==> config.mk <==
export PLATFORM = sky130hd
export DESIGN_NAME = sram_burst_master
export DESIGN_NICKNAME = d
export VERILOG_FILES = /design/src/rtl/sram_burst_master.sv
export SDC_FILE = /design/constraint.sdc
export NUM_CORES = 1
export LEC_CHECK = 0
export BUFFER_PORTS_ARGS = -buffer_cell sky130_fd_sc_hd__buf_2
export CAP_MARGIN = 25
export CORE_MARGIN = 2
export CORE_UTILIZATION = 40
export DETAILED_ROUTE_END_ITERATION = 8
export PLACE_DENSITY = 0.66
export SLEW_MARGIN = 10
export SYNTH_ARGS = -nofsm -noshare
export SYNTH_HDL_FRONTEND = slang
export SYNTH_SLANG_ARGS = --single-unit
==> constraint.sdc <==
create_clock -name Clk -period 5.7 [get_ports Clk]
set_clock_uncertainty 0.2 [all_clocks]
set_input_delay 1.14 -clock Clk [delete_from_list [all_inputs] [get_ports Clk]]
set_output_delay 1.14 -clock Clk [all_outputs]
set_load 0.01 [all_outputs]
==> src/rtl/sram_burst_master.sv <==
`default_nettype none
// ============================================================================
// Module      : sram_burst_master
// Description : Burst initiator for a single-port synchronous SRAM. It streams
//               write beats in, or read beats out through a 2-entry skid FIFO.
//               Optional address wrap at the top of memory: SRAM_BM_WRAP_EN.
// Revision    : 1.0 - initial release
// ============================================================================
module sram_burst_master #(
  parameter int A_WIDTH = 7,
  parameter int D_WIDTH = 32
) (
  input  logic               Clk,
  input  logic               Rst,
  input  logic               Cmd_Valid,
  output logic               Cmd_Ready,
  input  logic               Cmd_Write,
  input  logic [A_WIDTH-1:0] Cmd_Addr,
  input  logic [A_WIDTH:0]   Cmd_Len,
  input  logic               Wr_Valid,
  output logic               Wr_Ready,
  input  logic [D_WIDTH-1:0] Wr_Data,
  output logic               Rd_Valid,
  input  logic               Rd_Ready,
  output logic [D_WIDTH-1:0] Rd_Data,
  output logic               Busy,
  output logic               Done,
  output logic               Err,
  output logic [A_WIDTH-1:0] Sram_Addr,
  output logic               Sram_RW,
  output logic               Sram_En,
  output logic [D_WIDTH-1:0] Sram_Data_In,
  input  logic [D_WIDTH-1:0] Sram_Data_Out
);

  localparam logic [A_WIDTH:0]   c_DEPTH_LEN = {1'b1, {A_WIDTH{1'b0}}};
  localparam logic [A_WIDTH:0]   c_LEN_ONE   = {{A_WIDTH{1'b0}}, 1'b1};
  localparam logic [A_WIDTH-1:0] c_ADDR_ONE  = {{(A_WIDTH-1){1'b0}}, 1'b1};

  typedef enum logic [1:0] {
    S_IDLE  = 2'd0,
    S_WRITE = 2'd1,
    S_READ  = 2'd2
  } state_t;

  state_t             r_state;
  logic [A_WIDTH-1:0] r_addr;
  logic [A_WIDTH:0]   r_remaining;
  logic [A_WIDTH:0]   r_issue_rem;
  logic               r_inflight;
  logic               r_done;
  logic               r_err;

  logic [D_WIDTH-1:0] r_fifo [2];
  logic               r_wr_ptr;
  logic               r_rd_ptr;
  logic [1:0]         r_count;

  logic               w_len_ok;
  logic               w_cmd_legal;
  logic               w_wr_fire;
  logic [1:0]         w_occupancy;
  logic               w_issue;
  logic               w_push;
  logic               w_pop;
  logic               w_rd_last;

  assign w_len_ok = (Cmd_Len != '0) && (Cmd_Len <= c_DEPTH_LEN);

`ifdef SRAM_BM_WRAP_EN
  assign w_cmd_legal = w_len_ok;
`else
  localparam logic [A_WIDTH+1:0] c_DEPTH_SPAN = {2'b01, {A_WIDTH{1'b0}}};
  logic [A_WIDTH+1:0] w_span;
  // A burst may end exactly on the last word but never run past it.
  assign w_span      = {2'b00, Cmd_Addr} + {1'b0, Cmd_Len};
  assign w_cmd_legal = w_len_ok && (w_span <= c_DEPTH_SPAN);
`endif

  assign w_wr_fire   = (r_state == S_WRITE) && Wr_Valid;
  // Every issued read owns a FIFO slot, so strict occupancy keeps the FIFO at two entries.
  assign w_occupancy = r_count + {1'b0, r_inflight};
  assign w_issue     = (r_state == S_READ) && (r_issue_rem != '0) && (w_occupancy < 2'd2);
  assign w_push      = r_inflight;
  assign w_pop       = (r_count != 2'd0) && Rd_Ready;
  assign w_rd_last   = (r_state == S_READ) && (r_issue_rem == '0) && !r_inflight &&
                       (r_count == 2'd1) && w_pop;

  assign Cmd_Ready    = (r_state == S_IDLE);
  assign Wr_Ready     = (r_state == S_WRITE);
  assign Busy         = (r_state != S_IDLE);
  assign Done         = r_done;
  assign Err          = r_err;
  assign Rd_Valid     = (r_count != 2'd0);
  assign Rd_Data      = r_fifo[r_rd_ptr];
  assign Sram_En      = w_wr_fire || w_issue;
  assign Sram_RW      = w_wr_fire;
  assign Sram_Addr    = r_addr;
  assign Sram_Data_In = w_wr_fire ? Wr_Data : '0;

  always_ff @(posedge Clk) begin
    if (Rst) begin
      r_state     <= S_IDLE;
      r_addr      <= '0;
      r_remaining <= '0;
      r_issue_rem <= '0;
      r_inflight  <= 1'b0;
      r_done      <= 1'b0;
      r_err       <= 1'b0;
      r_wr_ptr    <= 1'b0;
      r_rd_ptr    <= 1'b0;
      r_count     <= 2'd0;
    end else begin
      r_done     <= 1'b0;
      r_err      <= 1'b0;
      r_inflight <= w_issue;

      case (r_state)
        S_IDLE: begin
          if (Cmd_Valid) begin
            if (w_cmd_legal) begin
              r_addr      <= Cmd_Addr;
              r_remaining <= Cmd_Len;
              r_issue_rem <= Cmd_Len;
              r_state     <= Cmd_Write ? S_WRITE : S_READ;
            end else begin
              r_err <= 1'b1;
            end
          end
        end
        S_WRITE: begin
          if (Wr_Valid) begin
            r_addr      <= r_addr + c_ADDR_ONE;
            r_remaining <= r_remaining - c_LEN_ONE;
            if (r_remaining == c_LEN_ONE) begin
              r_state <= S_IDLE;
              r_done  <= 1'b1;
            end
          end
        end
        S_READ: begin
          if (w_issue) begin
            r_addr      <= r_addr + c_ADDR_ONE;
            r_issue_rem <= r_issue_rem - c_LEN_ONE;
          end
          if (w_rd_last) begin
            r_state <= S_IDLE;
            r_done  <= 1'b1;
          end
        end
        default: r_state <= S_IDLE;
      endcase

      if (w_push) begin
        r_wr_ptr <= ~r_wr_ptr;
      end
      if (w_pop) begin
        r_rd_ptr <= ~r_rd_ptr;
      end
      case ({w_push, w_pop})
        2'b10:   r_count <= r_count + 2'd1;
        2'b01:   r_count <= r_count - 2'd1;
        default: r_count <= r_count;
      endcase
    end
  end

  // SRAM read data is only valid in the cycle right after the issue.
  always_ff @(posedge Clk) begin
    if (w_push) begin
      r_fifo[r_wr_ptr] <= Sram_Data_Out;
    end
  end

endmodule
`default_nettype wire

; Word level (Yosys, flattened, before mapping)
; Memory sizes are Yosys's and may differ from the RTL's. A register that Yosys moved wholly into a read port is not among the register bits.
; Cells that the tools add are included.
; Widths: inputs -> output; s select.
[totals]
in_bits = 85
ram_bits = 64
register_bits = 32
out_inout_bits = 79
wordCells = 93
mem_count = 1
[classes]
addsub = 7
n_reduce_logical = 27
eq_ne = 12
n_bitwise = 4
magnitude_cmp = 3
muxes = 29
[mem_list]
columns = memory, words, width, read_ports, rd_clocked_by_memory_dff, write_ports, line
row1 = r_fifo, 2, 32, 1, 1, 1, 54  ; logic [D_WIDTH-1:0] r_fifo [2];
[op_table]
columns = op, n
row1 = $mux 32, 1
row2 = $mux 8, 4
row3 = $pmux 8 s2, 2
row4 = $mux 7, 4
row5 = $pmux 7 s3, 1
row6 = $reduce_bool 8->1, 2
row7 = $sub 8x1->8 const B, 2
row8 = $mux 2, 6
row9 = $logic_and 1x1->1, 10
row10 = $reduce_and 5->1, 2
row11 = $reduce_bool 2->1, 5
row12 = $add 7x8->9, 1
row13 = $le 9x8->1 const B, 1
row14 = $eq 8x1->1 const B, 1
row15 = $le 8x8->1 const B, 1
row16 = $logic_not 8->1, 1
row17 = $mux 1, 8
row18 = $ne 2x2->1 const B, 4
row19 = $reduce_and 4->1, 2
row20 = $add 7x1->7 const B, 1
row21 = $eq 2x1->1 const B, 3
row22 = $pmux 2 s3, 1
row23 = $eq 2x2->1 const B, 2
row24 = $ne 2x1->1 const B, 2
row25 = 12 further kinds, 15

; Logic depth before layout (Yosys ltp)
; Gate-level depths: netlist (run 1).
[logic_depth]
word_depth = 7
mapped_depth = 10
mapped_depth_nobuf = 9

; Worst setup path before layout (run 1)
; Ideal clock, no wire load.
[synth_timing]
kind = input port to flip-flop
startpoint = input Cmd_Addr[0]
endpoint = register r_state[0]
required_ps = 5413
path_slack_ps = 1885
n_path_buf = 1
setup_time_ps = 87
cell_stages = 10
arrival_time_ps = 3528
path_cell_list = ha_1 > fa_1 > a211oi_2 > o21ai_2 > a21o_1 > a221oi_4 > o21ai_2 > buf_6 > or4_1 > o31ai_1
[synth_via]
elab_chain_cells = 5
[synth_lines]
columns = item, line
row1 = from (decl), 18  ; input logic [A_WIDTH-1:0] Cmd_Addr,
row2 = $add 7x8->9, 76  ; assign w_span = {2'b00, Cmd_Addr} + {1'b0, Cmd_Len};
row3 = $le 9x8->1, 77  ; assign w_cmd_legal = w_len_ok && (w_span <= c_DEPTH_SPAN);
row4 = $logic_and 1x1->1, 77
row5 = $ne 2x1->1 (no line), -
row6 = $reduce_and 5->1 (no line), -
row7 = to (signal assigned), 125  ; r_state <= Cmd_Write ? S_WRITE : S_READ;
row8 = to (decl), 46  ; state_t r_state;
; No other way between the ends.
; A chain may end at the register's enable or synchronous reset.

; Worst setup path after layout (run 1)
[layout_timing]
startpoint = input Cmd_Len[0]
endpoint = register r_addr[0] (netlist: Sram_Addr[0])
[layout_via]
elab_chain_cells = 5
elab_cells_between_ends = 8
classes_between = add/sub: 1 / order compare: 2 / eq/ne: 1 / reduce/logical: 4
[layout_lines]
columns = item, line
row1 = from (decl), 19  ; input logic [A_WIDTH:0] Cmd_Len,
row2 = "$add 7x8->9, or another cell as far along", 76
row3 = $le 9x8->1 or $logic_and 1x1->1 (tied branches), "77, 68"
row4 = $logic_and 1x1->1 (*), 77
row5 = $ne 2x1->1 (no line) (*), -
row6 = $reduce_and 5->1 (no line) (*), -
row7 = to (signal assigned), 122  ; r_addr <= Cmd_Addr;
row8 = to (signal assigned), 133  ; r_addr <= r_addr + c_ADDR_ONE;
row9 = to (signal assigned), 143  ; r_addr <= r_addr + c_ADDR_ONE;
row10 = to (decl), 47  ; logic [A_WIDTH-1:0] r_addr;
; Mark *: on every way between the ends. The rest lies on a longest branch, timed or not.

==> results.tsv, run 1 <==
metric	value	unit
cts.sink_count	97	
ys_top_cells_by_area	edfxtp_1 39%, dfxtp_1 13%, mux2_2 7.3%	
synth_top_family_by_area	simple AND/OR/NAND/NOR gates	
setup.worst_path.start_class	primary input	
required	5.74	ns
drtPass1Iterations	5	
synth-seq-cells	97	
clk_pin_slew	0.07	ns
clk_path_buf_depth	2	
clock_latency	0.34	ns
die-area	0.0132	mm^2
end_kind	register	
async_flop_share	0	%
critical_path_peak_fanout	9	
period_share	68.0	%
io_buffers	163	
cts_tree	done	
cts_resized	0	
path_delay_family	compound AO/OA/AOI/OAI gates	
fin_tns_setup	0	ns
post-dp-hpwl	9100	um
cts_max_level	3	
yosysTopAreaCell	edfxtp_1	
synth-compound-area-share	14.2	%
cts.hold.buffers_added	0	
synth_edf_count	64	
p_per_area	320	mW/mm^2
relSlewSlack	43.5	%
synth_common_cells	64 x edfxtp_1, 33 x and3_1, 33 x dfxtp_1, 32 x mux2_2	
drv_cap	0	
dr.first_iter.drc_count	387	
hold_violations	0	
synthCells	454	
gp_congestion	0.878	
crit_chain	buf_2 -> ha_1 -> fa_1 -> a211oi_2 -> o21ai_2 -> a21o_1 -> a221oi_4 -> o21a_1 -> nand2_1 -> o41ai_1	
fmax	258	MHz
design.core.area	0.0120	mm^2
postCtsSetupBuffers	0	
reg2reg_to	Sram_Addr[0]$_SDFFE_PP0P_	
worstPathArrival	3.91	ns
cts-root-buf	clkbuf_16	
yosys.area_share.simple	15.4	%
drcViolationCount	0	
die_h	115	um
slowest_stage	fa_1	
rows	40	
antenna_found_initial	0	
yosysWarnings	0	
yosys.cell_types.count	59	
io_pins	164	
hp-class	register to register	
ant_nets	0	
synth-seq-area-share	52.4	%
startpoint	Cmd_Len[0]	
grt_pass1_wl	19400	um
drive_gt1_share	37.5	%
peakVddDrop	0.000174	V
via_count	4174	
p_leak	0.00268	uW
synth_top_flop_cell	edfxtp_1	
grt_usage	18.8	%
grt_max_degree	44	
path_class	primary input to register	
grt.overflow.total	0	
r2r_cells	7	
setup_viol	0	
start_util	41.0	%
ff2ff_setup_slack	2.82	ns
max_stage_delay	0.42	ns
syn-cell-area	0.00493	mm^2
r2r-start	r_state[0]$_SDFFE_PP0P_	
rsz0062_at_grt	no	
synth_area_per_cell	10.9	um^2
grt_pass1_vias	4114	
drt_wl_total	12500	um
muxShareOfSynthArea	8.13	%
worst_pin_slew	0.843	ns
status	completed	
diodes	0	
fp.dieW	115	um
synth_fa_ha_area_share	4.98	%
finalPower	1970	uW
cp-endpoint	Sram_Addr[0]$_SDFFE_PP0P_	
netlist.area_leader.share	39.0	%
post_drt_wl_per_cell	16.4	um
critPathBufInv	1	
fin_crit	3.87	ns
synth_xor_area_share	1.07	%
cp.depth	10	
hold_path_depth	2	
nets	712	
area_growth	24.8	%
yosysMostFrequentCell	edfxtp_1	
cts_buffers	9	
viasPerCell	5.49	
syn_nets	558	
slew_violations	0	
## routing by layer
metal | GRT usage [%] | vias to the layer above | part of all wire (%)
met5 | 0 | - | 0
met4 | 5.06 | 0 | 1.4
met3 | 4.74 | 16 | 7.9
met2 | 33.8 | 202 | 50
met1 | 22.5 | 1950 | 41
li1 | - | 2006 | -
## worst reg2reg max path, cell delays in order, from the launching register on
cell and delay [ns]:
dfxtp_1 0.32, inv_1 0.10, ha_1 0.66, nand3_1 0.36, o21ai_1 0.39, and2_1 0.29
nand2_1 0.15, o41ai_1 0.31
## per-stage QoR
| stage | util (%) | instances | hold WS, ns | area (um^2) | worst slack, ns |
|---|---|---|---|---|---|
| finish | 51.2 | 760 | 0.273 | 6150 | 1.83 |
| global route | 51.2 | 760 | 0.304 | 6150 | 1.66 |
| CTS | 51.2 | 760 | 0.273 | 6150 | 1.86 |
| detailed placement | 48.8 | 744 | 0.263 | 5860 | 1.51 |
| global placement | 48.8 | 744 | 0.255 | 5860 | 1.59 |
| floorplan | - | 454 | 0.239 | 4930 | 1.89 |
## state kept, by name (all words and copies together) (netlist names), named ones only
name / count
r_count: 2
r_rd_ptr: 1
r_issue_rem: 8
r_inflight: 1
r_remaining: 8
Sram_Addr: 7
r_fifo: 64
Done: 1
r_wr_ptr: 1
r_state: 2
Err: 1
## where the power goes
part	internal [uW]	leakage (uW)	total, uW	switching, uW
Clock	305	0.000142	579	273
Combinational	252	0.00169	573	321
Sequential	788	0.000844	818	29.6
## logic make-up after synthesis
| group | Yosys count |
|---|---|
| simple gates | 149 |
| fa+ha+maj | 19 |
| compound gates | 101 |
| flops | 97 |
| mux | 36 |
| xor+xnor | 6 |
| buf+inv | 46 |
## how the worst min path moves through the flow
stage,from,endpoint,slack [ns]
after CTS,r_remaining[5]$_SDFFE_PP0P_,r_remaining[5]$_SDFFE_PP0P_,0.27
after floorplan,r_remaining[5]$_SDFFE_PP0P_,r_remaining[5]$_SDFFE_PP0P_,0.24
after global placement,r_remaining[5]$_SDFFE_PP0P_,r_remaining[5]$_SDFFE_PP0P_,0.26
after global routing,r_remaining[5]$_SDFFE_PP0P_,r_remaining[5]$_SDFFE_PP0P_,0.30
final,r_remaining[5]$_SDFFE_PP0P_,r_remaining[5]$_SDFFE_PP0P_,0.27
after detailed placement,r_remaining[5]$_SDFFE_PP0P_,r_remaining[5]$_SDFFE_PP0P_,0.26
## layout by cell type, fill, tap and decap left out, types with 3 or more instances in the layout
master	count
xnor2_1	3
o32ai_1	8
nor2_1	30
or3_1	6
a211oi_1	5
o21ai_0	14
ha_1	17
clkbuf_16	9
nor4_1	3
nor2b_1	5
and3_1	33
dfxtp_1	33
inv_1	19
clkinv_1	3
mux2i_1	4
nand3_1	15
o31ai_1	6
buf_4	5
a21oi_1	30
mux2_2	32
edfxtp_1	64
nor3_1	9
nand2_1	31
o22ai_1	3
buf_2	163
o211ai_1	11
xor2_1	3
## cell type report
type                            instances  area [um^2]
Clock buffer                            9          225
Clock inverter                          7         61.3
Multi-Input combinational cell        311         2160
Inverter                               21         78.8
Tap cell                              147          184
Timing Repair Buffer                  168          853
Sequential cell                        97         2580
Fill cell                            1132         5860
Power figures use the tool's default switching activity.
==> inputs of run 2 (changes only) <==
==> constraint.sdc (replaced) <==
create_clock -name Clk -period 4 [get_ports Clk]
set_clock_uncertainty 0.2 [all_clocks]
set_input_delay 0.8 -clock Clk [delete_from_list [all_inputs] [get_ports Clk]]
set_output_delay 0.8 -clock Clk [all_outputs]
set_load 0.01 [all_outputs]
==> results.tsv, run 2 (synthesis gave the netlist of run 1 again) <==
metric	value	unit
grt_max_degree	36	
required	4.04	ns
pwr-share-comb	29.2	%
drive_gt1_share	37.7	%
area_growth	25.2	%
postCtsSetupBuffers	0	
setup.worst_path.start_class	primary input	
slowest_stage	fa_1	
viasPerCell	5.48	
cts_buffers	9	
io_pins	164	
end_kind	register	
antenna_found_initial	0	
hold_path_depth	2	
pwr-share-seq	41.4	%
p_sw	894	uW
p_per_area	456	mW/mm^2
reg_top3	r_fifo x64, r_issue_rem x8, r_remaining x8	
fin_tns_setup	0	ns
status	completed	
grt_pass1_wl	19700	um
start_util	41.0	%
fp.dieW	115	um
p_int	1920	uW
rows	40	
p_leak	0.00270	uW
max_stage_delay	0.43	ns
fillers	1113	
setup_slack	0.479	ns
drcViolationCount	0	
design.core.area	0.0120	mm^2
ff2ff_setup_slack	1.14	ns
rsz0062_at_grt	no	
final_cells	763	
largest_reg_flops	64	
startpoint	Cmd_Len[0]	
clock_latency	0.34	ns
ant_nets	0	
die-area	0.0132	mm^2
grt_usage	18.8	%
multi_input_area	0.00216	mm^2
seqCellArea	0.00258	mm^2
die_h	115	um
hold_violations	0	
final_common_cell	buf_2	
clk_path_buf_depth	2	
fmax	284	MHz
post-place-ws	0.165	ns
slew_violations	0	
nets	715	
clk_pin_slew	0.07	ns
clkPwrFrac	29.4	%
io_buffers	163	
cts_resized	0	
r2r_cells	7	
cts_tree	done	
worst_pin_slew	0.875	ns
reg2reg_to	Sram_Addr[0]$_SDFFE_PP0P_	
layout_common_cells	163 x buf_2, 64 x edfxtp_1, 33 x dfxtp_1, 33 x and3_1, 32 x mux2_2	
final_area	0.00617	mm^2
post_drt_wl_per_cell	16.2	um
cts-root-buf	clkbuf_16	
setup_viol	0	
cp-endpoint	Sram_Addr[0]$_SDFFE_PP0P_	
placed_cells	747	
cts.sink_count	97	
diodes	0	
period_share	88.0	%
peakVddDrop	0.000178	V
via_count	4178	
drv_cap	0	
largest_register	r_fifo	
fin_crit	3.52	ns
cts_max_level	3	
grt.overflow.total	0	
dr.first_iter.drc_count	372	
place_area	0.00588	mm^2
switching_share	31.8	%
hp-class	register to register	
critical_path_peak_fanout	6	
drt_wl_total	12400	um
r2r-start	r_state[0]$_SDFFE_PP0P_	
crit_chain	buf_2 -> ha_1 -> fa_1 -> a211oi_2 -> o21ai_2 -> a21o_1 -> a221oi_4 -> o21a_1 -> nand2_1 -> o41ai_1	
post-dp-hpwl	9070	um
relSlewSlack	41.4	%
gp_congestion	0.879	
drtPass1Iterations	4	
path_class	primary input to register	
grt_pass1_vias	4062	
finalPower	2810	uW
cts.hold.buffers_added	0	
worstPathArrival	3.56	ns
run 2: how the worst min path moves through the flow:
stage,startpoint,endpoint,slack (ns)
2_1_floorplan,r_remaining[5]$_SDFFE_PP0P_,r_remaining[5]$_SDFFE_PP0P_,0.24
3_3_place_gp,r_remaining[5]$_SDFFE_PP0P_,r_remaining[5]$_SDFFE_PP0P_,0.26
3_5_place_dp,r_issue_rem[1]$_SDFFE_PP0P_,r_issue_rem[1]$_SDFFE_PP0P_,0.27
4_1_cts,r_issue_rem[1]$_SDFFE_PP0P_,r_issue_rem[1]$_SDFFE_PP0P_,0.28
5_1_grt,r_remaining[5]$_SDFFE_PP0P_,r_remaining[5]$_SDFFE_PP0P_,0.29
6_report,r_issue_rem[1]$_SDFFE_PP0P_,r_issue_rem[1]$_SDFFE_PP0P_,0.28
run 2: routing by layer:
layer / GRT usage, % / routed length, um / vias to the layer above
met4: 6.27 / 181 / 0
met3: 3.27 / 965 / 16
met2: 32.4 / 5920 / 192
met1: 23.9 / 5330 / 1949
met5: 0 / 0 / -
li1: - / - / 2021
run 2: power by group through the flow:
stage	combinational, uW	clock, uW	sequential, uW
after global routing	910	891	1170
after CTS	825	848	1160
after floorplan	564	0	1180
final	821	828	1170
after global placement	803	0	1180
after detailed placement	820	0	1190
run 2: through the flow:
stage	utilization [%]	hold slack [ns]
4_1_cts	51.4	0.279
5_1_grt	51.4	0.288
6_report	51.4	0.282
3_5_place_dp	49.0	0.270
3_3_place_gp	49.0	0.259
2_1_floorplan	-	0.239
run 2: cell type report:
cell class                      instances  share of cell area [%]
Sequential cell                        97                    41.9
Inverter                               21                    1.28
Clock buffer                            9                    3.65
Tap cell                              147                    2.98
Multi-Input combinational cell        311                    35.0
Timing Repair Buffer                  171                    14.2
Clock inverter                          7                   0.994
run 2: worst max-delay path: cells and delay by family:
kind | cells | cell delay, ns
fa+ha+maj | 2 | 0.66
buf+inv | 1 | 0.15
compound gates | 6 | 1.76
simple gates | 1 | 0.18
